$ cat config.mk
export PLATFORM = sky130hd
export DESIGN_NAME = mem_arbiter
export DESIGN_NICKNAME = d
export VERILOG_FILES = /design/src/rtl/mem_arbiter.sv
export SDC_FILE = /design/constraint.sdc
export NUM_CORES = 1
export LEC_CHECK = 0
export ABC_AREA = 1
export BUFFER_PORTS_ARGS = -buffer_cell sky130_fd_sc_hd__buf_2
export CORE_MARGIN = 4
export CORE_UTILIZATION = 42
export CTS_BUF_LIST = sky130_fd_sc_hd__clkbuf_16
export DETAILED_ROUTE_END_ITERATION = 10
export HOLD_SLACK_MARGIN = 0.03
export PLACE_DENSITY = 0.86
export SYNTH_ARGS = -nofsm -noshare
export SYNTH_HDL_FRONTEND = slang
export SYNTH_SLANG_ARGS = --single-unit
$ cat constraint.sdc
create_clock -name i_clk -period 1.7 [get_ports i_clk]
set_clock_uncertainty 0.1 [all_clocks]
set_input_delay 0.085 -clock i_clk [delete_from_list [all_inputs] [get_ports i_clk]]
set_output_delay 0.085 -clock i_clk [all_outputs]
set_load 0.01 [all_outputs]
$ cat src/rtl/mem_arbiter.sv
// rtl/mem_arbiter.sv - fetch/data SRAM arbiter and fixed-length access sequencer
module mem_arbiter #(
    parameter int ACCESS_CYCLES = 2
) (
    input  logic        i_clk,
    input  logic        i_rst,
    input  logic        i_if_req,
    input  logic [31:0] i_if_addr,
    output logic [31:0] o_if_rdata,
    output logic        o_if_ready,
    input  logic        i_dm_req,
    input  logic        i_dm_we,
    input  logic        i_dm_byte,
    input  logic [31:0] i_dm_addr,
    input  logic [31:0] i_dm_wdata,
    output logic [31:0] o_dm_rdata,
    output logic        o_dm_ready,
    output logic        o_stall,
    output logic        o_mem_read,
    output logic        o_mem_write,
    output logic [31:0] o_mem_addr,
    output logic [31:0] o_mem_wdata,
    output logic        o_mem_byte,
    input  logic [31:0] i_mem_rdata
);

    typedef enum logic [1:0] {IDLE, ACC_I, ACC_D, DONE} state_t;

    localparam logic [3:0] LAST_CNT = 4'(ACCESS_CYCLES - 1);

    state_t      r_state;
    logic [3:0]  r_cnt;
    logic        r_last_dm;
    logic [31:0] r_if_rdata;
    logic [31:0] r_dm_rdata;
    logic        r_if_ready;
    logic        r_dm_ready;
    logic        r_mem_read;
    logic        r_mem_write;
    logic [31:0] r_mem_addr;
    logic [31:0] r_mem_wdata;
    logic        r_mem_byte;
    logic        w_grant_dm;

    // Data wins a tie only when fetch was granted last, giving alternation.
    assign w_grant_dm = i_dm_req && (!i_if_req || !r_last_dm);

    always_ff @(posedge i_clk) begin
        if (i_rst) begin
            r_state     <= IDLE;
            r_cnt       <= 4'd0;
            r_last_dm   <= 1'b0;
            r_if_rdata  <= 32'd0;
            r_dm_rdata  <= 32'd0;
            r_if_ready  <= 1'b0;
            r_dm_ready  <= 1'b0;
            r_mem_read  <= 1'b0;
            r_mem_write <= 1'b0;
            r_mem_addr  <= 32'd0;
            r_mem_wdata <= 32'd0;
            r_mem_byte  <= 1'b0;
        end else begin
            case (r_state)
                IDLE: begin
                    r_cnt <= 4'd0;
                    if (w_grant_dm) begin
                        r_mem_addr  <= i_dm_addr;
                        r_mem_wdata <= i_dm_wdata;
                        r_mem_byte  <= i_dm_byte;
                        r_mem_write <= i_dm_we;
                        r_mem_read  <= ~i_dm_we;
                        r_last_dm   <= 1'b1;
                        r_state     <= ACC_D;
                    end else if (i_if_req) begin
                        r_mem_addr  <= i_if_addr;
                        r_mem_wdata <= 32'd0;
                        r_mem_byte  <= 1'b0;
                        r_mem_write <= 1'b0;
                        r_mem_read  <= 1'b1;
                        r_last_dm   <= 1'b0;
                        r_state     <= ACC_I;
                    end
                end
                ACC_I, ACC_D: begin
                    if (r_cnt == LAST_CNT) begin
                        r_mem_read  <= 1'b0;
                        r_mem_write <= 1'b0;
                        r_state     <= DONE;
                        if (r_state == ACC_I) begin
                            r_if_rdata <= i_mem_rdata;
                            r_if_ready <= 1'b1;
                        end else begin
                            if (r_mem_read) begin
                                r_dm_rdata <= i_mem_rdata;
                            end
                            r_dm_ready <= 1'b1;
                        end
                    end else begin
                        r_cnt <= r_cnt + 4'd1;
                    end
                end
                DONE: begin
                    // Requests are ignored here so a port dropping req after ready is never regranted.
                    r_if_ready <= 1'b0;
                    r_dm_ready <= 1'b0;
                    r_state    <= IDLE;
                end
                default: r_state <= IDLE;
            endcase
        end
    end

    assign o_if_rdata  = r_if_rdata;
    assign o_dm_rdata  = r_dm_rdata;
    assign o_if_ready  = r_if_ready;
    assign o_dm_ready  = r_dm_ready;
    assign o_mem_read  = r_mem_read;
    assign o_mem_write = r_mem_write;
    assign o_mem_addr  = r_mem_addr;
    assign o_mem_wdata = r_mem_wdata;
    assign o_mem_byte  = r_mem_byte;
    assign o_stall     = (i_if_req & ~r_if_ready) | (i_dm_req & ~r_dm_ready);

endmodule

# After elaboration in Yosys (flattened, before gate mapping)
# Cells that the tools add are included.
# classes
addsub	1
n_eq_ne	9
n_mux	25
bitwise	7
n_reduce_logical	17
# ops
op	count
32-bit two-way mux	4
3-bit AND reduction	4
1-bit two-way mux	11
2-bit != test (second input constant)	4
1-bit one-hot mux with 2 select lines	4
4-bit one-hot mux with 2 select lines	1
2-bit two-way mux	3
2-bit one-hot mux with 3 select lines	1
2-bit AND reduction	3
2-bit nonzero test	3
4-bit by 1-bit adder with 4-bit output (second input constant)	1
2-bit == test (second input constant)	2
4-bit by 1-bit == test with 1-bit output (second input constant)	1
4-bit two-way mux	1
1-bit NOT	4
4-bit AND reduction	1
3-bit != test (second input constant)	1
1-bit bitwise AND	2
2-bit by 1-bit == test with 1-bit output (second input constant)	1
1-bit logical NOT	2
2-bit logical NOT	1
2-bit OR reduction	1
1-bit logical AND	1
1-bit logical OR	1
1-bit bitwise OR	1
# totals
regBits	140
in_bits	134
out_inout_bits	134
elab_cells	71

# Longest topological paths before layout
# logic_depth
word_depth	5
depth_mapped	9
ltp_nobuf	8

# Worst setup path after synthesis
# OpenSTA, ideal clock, no wires.
# synth_path
path_type	register to register
startpoint	reg r_state[0]
endpoint	reg r_if_rdata[10], in the netlist o_if_rdata[10]
setup_time_ps	116
t_arrival_ps	1394
required_ps	1484
setup_slack_ps	91
path_stages_with_launch	9
path_buffers	1
synth_period_minus_slack_ps	1609
cell_sequence	dfxtp_1 > inv_1 > ha_1 > nand3_2 > nor2_4 > inv_2 > buf_6 > nor2_1 > nor2_1
# synth_between
elab_chain_len	3
word_cells_on_any_way	4
classes_between	eq/ne (2); reduce/logical (2)
# synth_lines
item	line_no	text
start: declaration	31	state_t r_state;
start signal: assignment	50	r_state <= IDLE;
start signal: assignment	73	r_state <= ACC_D;
start signal: assignment	81	r_state <= ACC_I;
2-bit by 1-bit == test with 1-bit output or 2-bit == test (tied branches)	63, 89	
2-bit OR reduction	63	case (r_state)
3-bit AND reduction (no line) *	n/a	
end signal: assignment	90	r_if_rdata <= i_mem_rdata;
end: declaration	34	logic [31:0] r_if_rdata;
# Mark *: on every way between the ends. The rest lies on a longest branch, timed or not.
# A chain may end at the register's enable or synchronous reset.

# Worst setup path after layout
# layout_path
startpoint	reg r_state[1]
endpoint	reg r_dm_rdata[25], in the netlist o_dm_rdata[25]
# layout_between
elab_chain_len	3
word_cells_on_any_way	5
classes_between	eq/ne (2); bitwise (1); reduce/logical (2)
# layout_lines
item	line_no	text
2-bit by 1-bit == test with 1-bit output or 2-bit == test (tied branches)	63, 89	
2-bit OR reduction or 1-bit NOT (tied branches)	n/a	
4-bit AND reduction (no line) *	n/a	
end signal: assignment	94	r_dm_rdata <= i_mem_rdata;
end: declaration	35	logic [31:0] r_dm_rdata;
# Marks and branches as above.

==> results_dict.tcl <==
set metrics [dict create \
    hold_path_class "in -> reg" \
    place_congestion 0.909 \
    synthAdderAreaFrac 0.0130 \
    cts_buffer_depth 2 \
    synth_edf_count 0 \
    worst_ep_required_time_ps 1900 \
    die_width_um 125 \
    syn-instance-count 771 \
    fin_crit_ps 1600 \
    synthArstFlopShare 0 \
    r2r_slack_ps 100 \
    hp-start "i_if_req" \
    swShare 0.353 \
    ys_top_cells_by_count "nor2_1, dfxtp_1, nand2_1, o21ai_0, a21oi_1" \
    synthXorXnorAreaFrac 0 \
    cp_cell_sequence "inv_1, ha_4, nand3_4, inv_2, nand2_4, buf_12, o21bai_1, nor2_1" \
    power_frac_seq 0.371 \
    cp-start-kind "flip-flop" \
    rows 42 \
    cp.arrival_ps 1800 \
    cts_setup_buffers 0 \
    crit_path_end_kind "flip-flop" \
    critical_path_depth 8 \
    yosysWarnings 0 \
    wl_per_cell_um 16.3 \
    start_util 0.432 \
    irDropWorstVdd_v 0.000926 \
    synth_fp_nets 911 \
    relSlewSlack 0.539 \
    r2r-start "r_state[1]$_SDFFE_PP0P_" \
    htreeDepth 4 \
    clk_latency_ps 400 \
    synth.most_common_cell "nor2_1" \
    synth-main-ff-cell "dfxtp_1" \
    p_clk_frac 0.291 \
    muxShareOfSynthArea 0 \
    worst_slew_pin_slew_ps 692 \
    clk_pin_slew_ps 60 \
    worstHoldPathCells 6 \
    vias_per_cell 5.27 \
    ios 268 \
    dr.pass1.iters 7 \
    synth_cell_types 26 \
    setup_tns_ps 0 \
    path_class "reg -> reg" \
    cp_slowest_cell "dfxtp_1" \
    power.density_nw_per_um2 1230 \
    antenna_found_initial 2 \
    status "complete, no violations" \
    drive_gt1_frac 0.288 \
    crit_buf_inv 3 \
    synth_top_family_by_area "simple AND/OR/NAND/NOR gates" \
    comb_power_share 0.338 \
    power_uw 11300 \
    grt_usage 0.270 \
    cpLargestDelayFamily "buffers and inverters" \
    area.growth.synth_to_final_pct 58.1 \
    synth_top_area_cell "dfxtp_1" \
    cts_sinks 140 \
    cpPeakStageDelay_ps 330 \
    n_fill_cell 953 \
    coreArea_um2 13400 \
    drt_iter0_drc 705 \
    via_count 7072 \
    fp.dieH_um 125 \
    syn_avg_cell_area_um2 7.52 \
    yosysSeqAreaShare 0.484 \
    leakage_uw 0.00449 \
    r2r_end "o_dm_rdata[25]$_SDFFE_PP0P_" \
    overflow 0 \
    ys_seq_elements 140 \
    setup_violations 0 \
    cts_root_buf "clkbuf_16" \
    reg2reg_depth 8 \
    cts_buffers 17 \
    hold_viol 0 \
    p_switching_uw 3980 \
    drtAntennaViolNets 0 \
    cp_max_fo 24 \
    synth_compound_area_frac 0.143 \
    port-buffer-count 267 \
    synthTopCellsByArea "dfxtp_1, nor2_1, nand2_1, o21ai_0, o21bai_1" \
    drv_slew 0 \
    grt_max_degree 71 \
    grt_pass1_wl_mm 34.8 \
    cp-endpoint "o_dm_rdata[25]$_SDFFE_PP0P_" \
    grt_pass1_vias 7031 \
    syn_area_um2 5800 \
    multi_input_area_um2 2600 \
    internal_power_uw 7310 \
    route.detailed.drc 0 \
    dp_hpwl_mm 12.5 \
    finalNetCount 1291 \
    post-synth-top-area-fraction 0.484 \
    die_area_um2 15700 \
    cts_tree "built" \
    finalCritPeriodShare 0.943 \
    fmax_ghz 0.624 \
    yosys.area_share.simple 0.287 \
    startpoint "r_state[1]$_SDFFE_PP0P_" \
    seqCellArea_um2 2800 \
    cap_violations 0 \
    routed_wirelength_mm 21.9 \
]
worst min-delay path by stage:
| stage | end |
|---|---|
| global route | r_state[1]$_SDFFE_PP0P_ |
| detailed placement | o_if_rdata[29]$_SDFFE_PP0P_ |
| floorplan | o_if_rdata[0]$_SDFFE_PP0P_ |
| CTS | r_state[1]$_SDFFE_PP0P_ |
| finish | o_mem_addr[29]$_SDFFE_PP0P_ |
| global placement | o_if_rdata[29]$_SDFFE_PP0P_ |
tightest hold or removal path: cells and delay by family:
family | cells | cell delay [ps]
buffers and inverters | 1 | 100
AND/OR/NAND/NOR | 5 | 430
per-layer routing:
layer	GRT usage	share of wire
met1	0.292	0.36
met2	0.454	0.50
met3	0.0742	0.073
met4	0.191	0.068
met5	0	0
cell families (layout without fill, tap and decap cells):
kind of cell	Yosys count	after routing
compound gates	146	146
fa+ha+maj	6	6
other cells	0	2
simple gates	398	398
buf+inv	81	474
flops	140	140
flip-flops by register name, summed over array words and instances (netlist names):
register / cells
r_state: 2
o_mem_read: 1
r_last_dm: 1
o_mem_write: 1
o_mem_wdata: 32
o_mem_byte: 1
o_dm_ready: 1
o_dm_rdata: 32
r_cnt: 4
o_if_rdata: 32
o_mem_addr: 32
o_if_ready: 1
cells in the final DEF (no fill, tap or decap), drive strengths merged, types with 2 or more instances in the layout:
cell and n:
dfxtp 140, inv 25, clkinv 8, nand2 117, dlygate4sd3 131, clkbuf 17
a21oi 43, o21bai 33, diode 2, buf 289, ha 6, nand3 40
nand4 36, nor2 203, clkinvlp 4, o21ai 68
power by group through the flow:
stage,combinational [uW],sequential [uW],clock (uW)
2_1_floorplan,1740,4510,0
6_report,3810,4190,3290
3_3_place_gp,3310,4200,0
5_1_grt,4190,4250,3490
3_5_place_dp,3360,4220,0
4_1_cts,3610,4160,3320
stage by stage:
stage | hold WS (ps) | instances | area (um^2) | setup WS (ps) | utilization
floorplan | 120 | 771 | 5800 | 90.7 | -
global placement | 225 | 1177 | 7270 | 95.4 | 0.542
detailed placement | 231 | 1177 | 7270 | 26.3 | 0.542
CTS | 119 | 1340 | 9100 | -15.4 | 0.679
global route | 185 | 1342 | 9160 | -2.22 | 0.684
finish | 154 | 1342 | 9160 | 97.4 | 0.684
cell type report:
type / count / share of cell area
Inverter: 22 / 0.00983
Tap cell: 176 / 0.0240
Multi-Input combinational cell: 550 / 0.284
Clock buffer: 17 / 0.0464
Sequential cell: 140 / 0.306
Clock inverter: 15 / 0.0109
Timing Repair Buffer: 420 / 0.318
Antenna cell: 2 / 0.000546
repair_timing:
item	4_1_cts	5_1_grt
endpoints found under the setup margin	1	85
gates resized for setup	0	13
hold endpoints to repair	132	0
hold buffers	131	0
pin swaps	0	1
No activity file was read; power rests on OpenSTA's default activity.
